--- src/rtl/srl_cascade_pkg.sv ---
`default_nettype none
// ============================================================================
// Module      : srl_cascade_pkg
// Description : Shared limits, the address-width helper and the channel-input
//               select type for the addressable shift-register cascade bank.
// Revision    : 1.0 - initial parametrised release
// ============================================================================
package srl_cascade_pkg;

  // Upper bounds checked when the bank is elaborated
  localparam int SRL_MAX_CHANNELS = 16;
  localparam int SRL_MAX_DEPTH    = 64;

  // Where a channel takes its serial input from
  typedef enum logic {
    SRC_D       = 1'b0,  // the channel's own d input
    SRC_CASCADE = 1'b1   // the previous channel's last tap
  } srl_src_e;

  // Read-address width for a channel of the given depth (never below 1 bit)
  function automatic int srl_addr_w(input int depth);
    return (depth <= 2) ? 1 : $clog2(depth);
  endfunction

endpackage
`default_nettype wire

--- src/rtl/srl_cascade_chan.sv ---
`default_nettype none
// ============================================================================
// Module      : srl_cascade_chan
// Description : One addressable shift-register channel. DEPTH storage bits
//               shifted on ce, combinational addressed read with addresses
//               beyond the last tap reading as zero, plus the last tap.
// Revision    : 1.0 - initial parametrised release
// ============================================================================
module srl_cascade_chan
  import srl_cascade_pkg::*;
#(
  parameter int DEPTH  = 32,
  parameter int ADDR_W = srl_addr_w(DEPTH),
  parameter bit INIT   = 1'b0
) (
  input  logic              clk,
  input  logic              rst_n,
  input  logic              ce,
  input  logic              din,
  input  logic [ADDR_W-1:0] addr,
  output logic              q,
  output logic              q_last
);

  // Address limit widened by one bit so DEPTH itself is representable
  localparam logic [ADDR_W:0] c_depth = (ADDR_W + 1)'(DEPTH);

  // Tap 0 is the newest bit, tap DEPTH-1 the oldest
  logic [DEPTH-1:0] r_stage;
  logic             w_in_range;

  // Shift storage: new bit enters tap 0, every tap advances by one per ce
  always_ff @(posedge clk or negedge rst_n) begin
    if (!rst_n) begin
      r_stage <= {DEPTH{INIT}};
    end else if (ce) begin
      r_stage <= {r_stage[DEPTH-2:0], din};
    end
  end

  // Non-power-of-two depths leave unused address codes; they read as zero
  assign w_in_range = ({1'b0, addr} < c_depth);
  assign q          = w_in_range ? r_stage[addr] : 1'b0;
  assign q_last     = r_stage[DEPTH-1];

endmodule
`default_nettype wire

--- src/rtl/srl_cascade_bank.sv ---
`default_nettype none
// ============================================================================
// Module      : srl_cascade_bank
// Description : Bank of CHANNELS addressable shift registers, DEPTH taps each.
//               Each channel is fed either from its own d bit or from the
//               previous channel's last tap. A shift counter reports when the
//               storage has been fully primed, and a strobe-captured readback
//               register serialises {q_last, q} MSB first on so.
// Options     : SRL_CASCADE_OUTPUT_REG_EN - when defined, q and q_last are
//               registered every clock (1-cycle read latency); the cascade
//               path always uses the unregistered last tap.
// Revision    : 1.0 - initial parametrised release
// ============================================================================
module srl_cascade_bank
  import srl_cascade_pkg::*;
#(
  parameter int CHANNELS = 4,
  parameter int DEPTH    = 32,
  parameter int ADDR_W   = srl_addr_w(DEPTH),
  parameter bit INIT     = 1'b0
) (
  input  logic                         clk,
  input  logic                         rst_n,
  input  logic                         ce,
  input  logic [CHANNELS-1:0]          d,
  input  logic [CHANNELS-1:0]          cascade_en,
  input  logic [CHANNELS*ADDR_W-1:0]   addr,
  output logic [CHANNELS-1:0]          q,
  output logic [CHANNELS-1:0]          q_last,
  output logic                         primed,
  input  logic                         cap_stb,
  output logic                         so
);

  localparam int              c_rb_w    = 2 * CHANNELS;
  localparam logic [ADDR_W:0] c_cnt_max = (ADDR_W + 1)'(DEPTH);
  localparam logic [ADDR_W:0] c_cnt_one = (ADDR_W + 1)'(1);

  // --------------------------------------------------------------------------
  // Elaboration-time parameter range checks
  // --------------------------------------------------------------------------
  generate
    if (CHANNELS < 1 || CHANNELS > SRL_MAX_CHANNELS) begin : g_bad_channels
      $error("srl_cascade_bank: CHANNELS out of range 1..16");
    end
    if (DEPTH < 2 || DEPTH > SRL_MAX_DEPTH) begin : g_bad_depth
      $error("srl_cascade_bank: DEPTH out of range 2..64");
    end
    if (ADDR_W < srl_addr_w(DEPTH)) begin : g_bad_addr_w
      $error("srl_cascade_bank: ADDR_W too narrow for DEPTH");
    end
  endgenerate

  // --------------------------------------------------------------------------
  // Channel array with input selection
  // --------------------------------------------------------------------------
  srl_src_e            w_src [CHANNELS];
  logic [CHANNELS-1:0] w_in;
  logic [CHANNELS-1:0] w_q;
  logic [CHANNELS-1:0] w_last;

  // Channel 0 has no predecessor, so its cascade enable has no effect
  logic w_unused_casc0;
  assign w_unused_casc0 = cascade_en[0];

  generate
    for (genvar k = 0; k < CHANNELS; k++) begin : g_chan
      if (k == 0) begin : g_head
        assign w_src[k] = SRC_D;
        assign w_in[k]  = d[k];
      end else begin : g_link
        // The cascade source is the pre-edge last tap of channel k-1, so a
        // bit advances exactly one tap per enabled cycle across the chain.
        assign w_src[k] = cascade_en[k] ? SRC_CASCADE : SRC_D;
        assign w_in[k]  = (w_src[k] == SRC_CASCADE) ? w_last[k-1] : d[k];
      end

      srl_cascade_chan #(
        .DEPTH  (DEPTH),
        .ADDR_W (ADDR_W),
        .INIT   (INIT)
      ) u_chan (
        .clk    (clk),
        .rst_n  (rst_n),
        .ce     (ce),
        .din    (w_in[k]),
        .addr   (addr[k*ADDR_W +: ADDR_W]),
        .q      (w_q[k]),
        .q_last (w_last[k])
      );
    end
  endgenerate

  // --------------------------------------------------------------------------
  // Read outputs
  // --------------------------------------------------------------------------
`ifdef SRL_CASCADE_OUTPUT_REG_EN
  logic [CHANNELS-1:0] r_q;
  logic [CHANNELS-1:0] r_q_last;

  // Output registers load every clock, independent of ce
  always_ff @(posedge clk or negedge rst_n) begin
    if (!rst_n) begin
      r_q      <= '0;
      r_q_last <= '0;
    end else begin
      r_q      <= w_q;
      r_q_last <= w_last;
    end
  end

  assign q      = r_q;
  assign q_last = r_q_last;
`else
  assign q      = w_q;
  assign q_last = w_last;
`endif

  // --------------------------------------------------------------------------
  // Shift counter and primed flag
  // --------------------------------------------------------------------------
  logic [ADDR_W:0] r_count;
  logic [ADDR_W:0] w_count_inc;
  logic            r_primed;

  assign w_count_inc = r_count + c_cnt_one;

  // Count enabled shifts, saturating at DEPTH; primed rises on the DEPTH-th
  always_ff @(posedge clk or negedge rst_n) begin
    if (!rst_n) begin
      r_count  <= '0;
      r_primed <= 1'b0;
    end else if (ce && (r_count != c_cnt_max)) begin
      r_count  <= w_count_inc;
      r_primed <= (w_count_inc == c_cnt_max);
    end
  end

  assign primed = r_primed;

  // --------------------------------------------------------------------------
  // Serial readback
  // --------------------------------------------------------------------------
  logic [c_rb_w-1:0] r_rb;

  // Capture {q_last, q} on strobe, otherwise shift out MSB first, zero-filling
  always_ff @(posedge clk or negedge rst_n) begin
    if (!rst_n) begin
      r_rb <= '0;
    end else if (cap_stb) begin
      r_rb <= {q_last, q};
    end else begin
      r_rb <= {r_rb[c_rb_w-2:0], 1'b0};
    end
  end

  assign so = r_rb[c_rb_w-1];

endmodule
`default_nettype wire
--- config.mk ---
export PLATFORM = sky130hd
export DESIGN_NAME = srl_cascade_bank
export DESIGN_NICKNAME = d
export VERILOG_FILES = /design/src/rtl/srl_cascade_pkg.sv /design/src/rtl/srl_cascade_chan.sv /design/src/rtl/srl_cascade_bank.sv
export SDC_FILE = /design/constraint.sdc
export NUM_CORES = 1
export LEC_CHECK = 0
export ABC_AREA = 1
export CORE_MARGIN = 3
export CORE_UTILIZATION = 54
export DETAILED_ROUTE_END_ITERATION = 12
export PLACE_DENSITY = 0.76
export REMOVE_ABC_BUFFERS = 1
export SLEW_MARGIN = 20
export SYNTH_ARGS = -nofsm -noshare
export SYNTH_HDL_FRONTEND = slang
export SYNTH_HIERARCHICAL = 1
export SYNTH_SLANG_ARGS = --single-unit
--- constraint.sdc ---
create_clock -name clk -period 1.1 [get_ports clk]
set_input_delay 0.22 -clock clk [delete_from_list [all_inputs] [get_ports clk]]
set_output_delay 0.22 -clock clk [all_outputs]
set_load 0.02 [all_outputs]
==> results.yml <==
die:
  die_h_um: 119
  io_pins: 42
  die_area_um2: 14200
  die_x_um: 119
  initial_utilization_pct: 56.5
  fp-row-count: 40
  fp.coreArea_um2: 12300
synthesis:
  synthArstFlopShare_pct: 100
  synth_edf_count: 0
  ys_types: 25
  yosys.area.top_type: "dfrtp_1"
  syn_area_per_cell_um2: 8.03
  synth_area_um2: 6930
  seq_area_frac_synth_pct: 51.6
  yosys_register_bits: 143
  synth_area_leaders: "dfrtp_1, nand2_1, nand3_1"
  synthFlopType: "dfrtp_1"
  netlist_instances: 863
  yosys_warnings: 6
  yosysTopAreaCellShare_pct: 51.6
placed_design:
  dp_hpwl_um: 9760
  place_congestion: 0.827
  port_buffers: 40
  post-place-cells: 1121
  pre_cts_ws_ns: -1.23
  postPlaceCellArea_um2: 8090
route:
  num_vias: 6068
  drtAntennaViolNets: 0
  first_pass_iters: 5
  wirelength_um: 16600
  drc_errors: 0
  drtIter0Drc: 548
  vias_per_cell: 5.14
  wl_per_cell_um: 14.1
clock_tree:
  clk_pin_slew_ns: 0.06
  cts.sinks: 143
  cts_buffer_depth: 2
  cts-root-buf: "clkbuf_16"
  cts.htree.levels: 4
  clk_latency_ns: 0.42
  cts_tree: "yes"
  cts_buffers: 17
setup_path:
  crit_fanout: 2
  endpoint_kind: "primary output"
  cp.required_ns: 0.88
  crit_type: "flip-flop to primary output"
  critPathLaunchType: "flip-flop"
  critPathArrivalTime_ns: 1.50
timing:
  slew_violations: 0
  rsz0062_at_grt: "yes"
  max_freq_mhz: 583
  period_minus_slack_ns: 1.72
  setup_ws_ns: -0.615
  max_slew_margin_pct: 77.9
  hold_violations: 0
  final.setup.tns_ns: -5.69
  worst_pin_slew_ns: 0.332
  worst_clock_skew_ns: 0.00556
  fin_crit_sh_pct: 156
  setup_viol: 24
cells_and_area:
  instances_no_fill: 1180
  area_delta_synth_final_pct: 33.4
  drive_gt1_share_pct: 24.9
  finalInstanceArea_um2: 9250
  final_common_cell: "nand2_1"
  multi_input_comb_area_um2: 2870
  layout_common_cells: "nand2_1, dfrtp_1, nand3_1, buf_4, inv_1"
  nFillCells: 872
  n_antenna_cell: 0
  regArea_um2: 3580
  nNetsFinal: 1034
global_route:
  overflow: 0
  grt_usage_pct: 24.7
  grt_pass1_vias: 6153
  grt_max_degree: 75
  grt_pass1_wl_um: 28400
  antenna_found_initial: 0
power:
  power_leakage_nw: 4.63
  powerDensity_nw_per_um2: 1800
  ir_drop_mv: 1.71
min_path:
  worstHoldPathType: "input pin to flip-flop"
flow_run:
  maxCapViolations: 0
status:
  violations: "negative setup slack"
  outcome: "complete, but fails checks"
## worst paths after layout
path / slack, ns / end / depth (start not counted) / start
setup / recovery: -0.62 / q[2] / 9 / g_chan[2].u_chan/r_stage[5]
hold / removal: 0.14 / g_chan[0].u_chan/r_stage[3] / 2 / ce
setup reg to reg: -0.38 / r_rb[0] / 13 / g_chan[0].u_chan/r_stage[18]
hold reg to reg: 0.49 / r_rb[7] / 1 / r_rb[6]
max in group asynchronous: 0.37 / g_chan[1].u_chan/r_stage[19] / 3 / rst_n
min in group asynchronous: 0.26 / g_chan[3].u_chan/r_stage[8] / 2 / rst_n
## registers in the layout (all words and copies together), names as in the netlist
name / count
g_chan.u_chan/r_stage: 128
r_rb: 8
r_count: 6
primed: 1
## through the flow
stage               utilization, %  hold WS, ns  power [mW]
finish                        75.4        0.144        16.6
global route                  75.4        0.162        17.5
CTS                           74.1        0.130        16.3
detailed placement            65.9        0.129        10.1
global placement              65.9        0.131        9.96
floorplan                        -      -0.0756        8.32
## where the power goes
part	switching, mW	internal (mW)	total [mW]
sequential	0.634	6.12	6.76
clock	2.09	3.49	5.58
combinational	2.16	2.12	4.27
total	4.88	11.7	16.6
## per-layer routing
metal  up-vias  track usage [%]  share of wire [%]
met5         -                0                  0
met4         0             9.66                1.9
met3        32             5.89                4.8
met2       158             41.9                 51
met1      2866             30.4                 42
li1       3012                -                  -
## timing repair
item,in CTS,in global routing
pin swaps,64,52
hold buffers,1,0
setup buffers,18,14
resized for setup,118,38
endpoints found under the setup margin,20,24
hold endpoints to repair,132,0
gates cloned,5,0
## logic make-up (layout without fill, tap and decap cells)
group	after synthesis	count (layout)	synth area share, %
muxes	10	10	1.62
buffers and inverters	139	288	9.89
DFF	143	143	51.6
AOI/OAI and AO/OA	136	136	9.96
and+or+nand+nor	432	432	26.4
adders and majority gates	2	2	0.361
xor gates and xnor gates	1	1	0.126
## worst max-delay path: stages, from the launching register on
cell and delay (ns):
dfrtp_1 0.38, nand2_1 0.06, nand3_1 0.09, nand3_1 0.10
nand2_1 0.07, nand2_1 0.05, nand2_1 0.05, nand2_1 0.07
nand2_2 0.07, buf_6 0.13
## area by class of cell
cell class | instances | share of cell area, %
tap | 168 | 2.27
clock inverter | 6 | 0.893
sequential | 143 | 38.7
inverter | 94 | 4.22
multi-input combinational | 581 | 31.1
clock buffer | 25 | 5.25
timing repair inverter | 1 | 0.0406
timing repair buffer | 162 | 17.5
## synthesized netlist by cell type (2+ instances only)
cell	n
nor2_1	68
o21ai_1	5
mux2_2	10
buf_6	8
ha_1	2
nand3_2	2
nand2_2	25
a21oi_2	2
inv_6	4
o21ai_0	64
dfrtp_1	143
inv_1	85
a21oi_1	64
buf_12	4
nand3_1	99
buf_2	13
inv_2	4
buf_1	12
clkbuf_1	8
nand2_1	236
No activity file was read; power rests on OpenSTA's default activity.
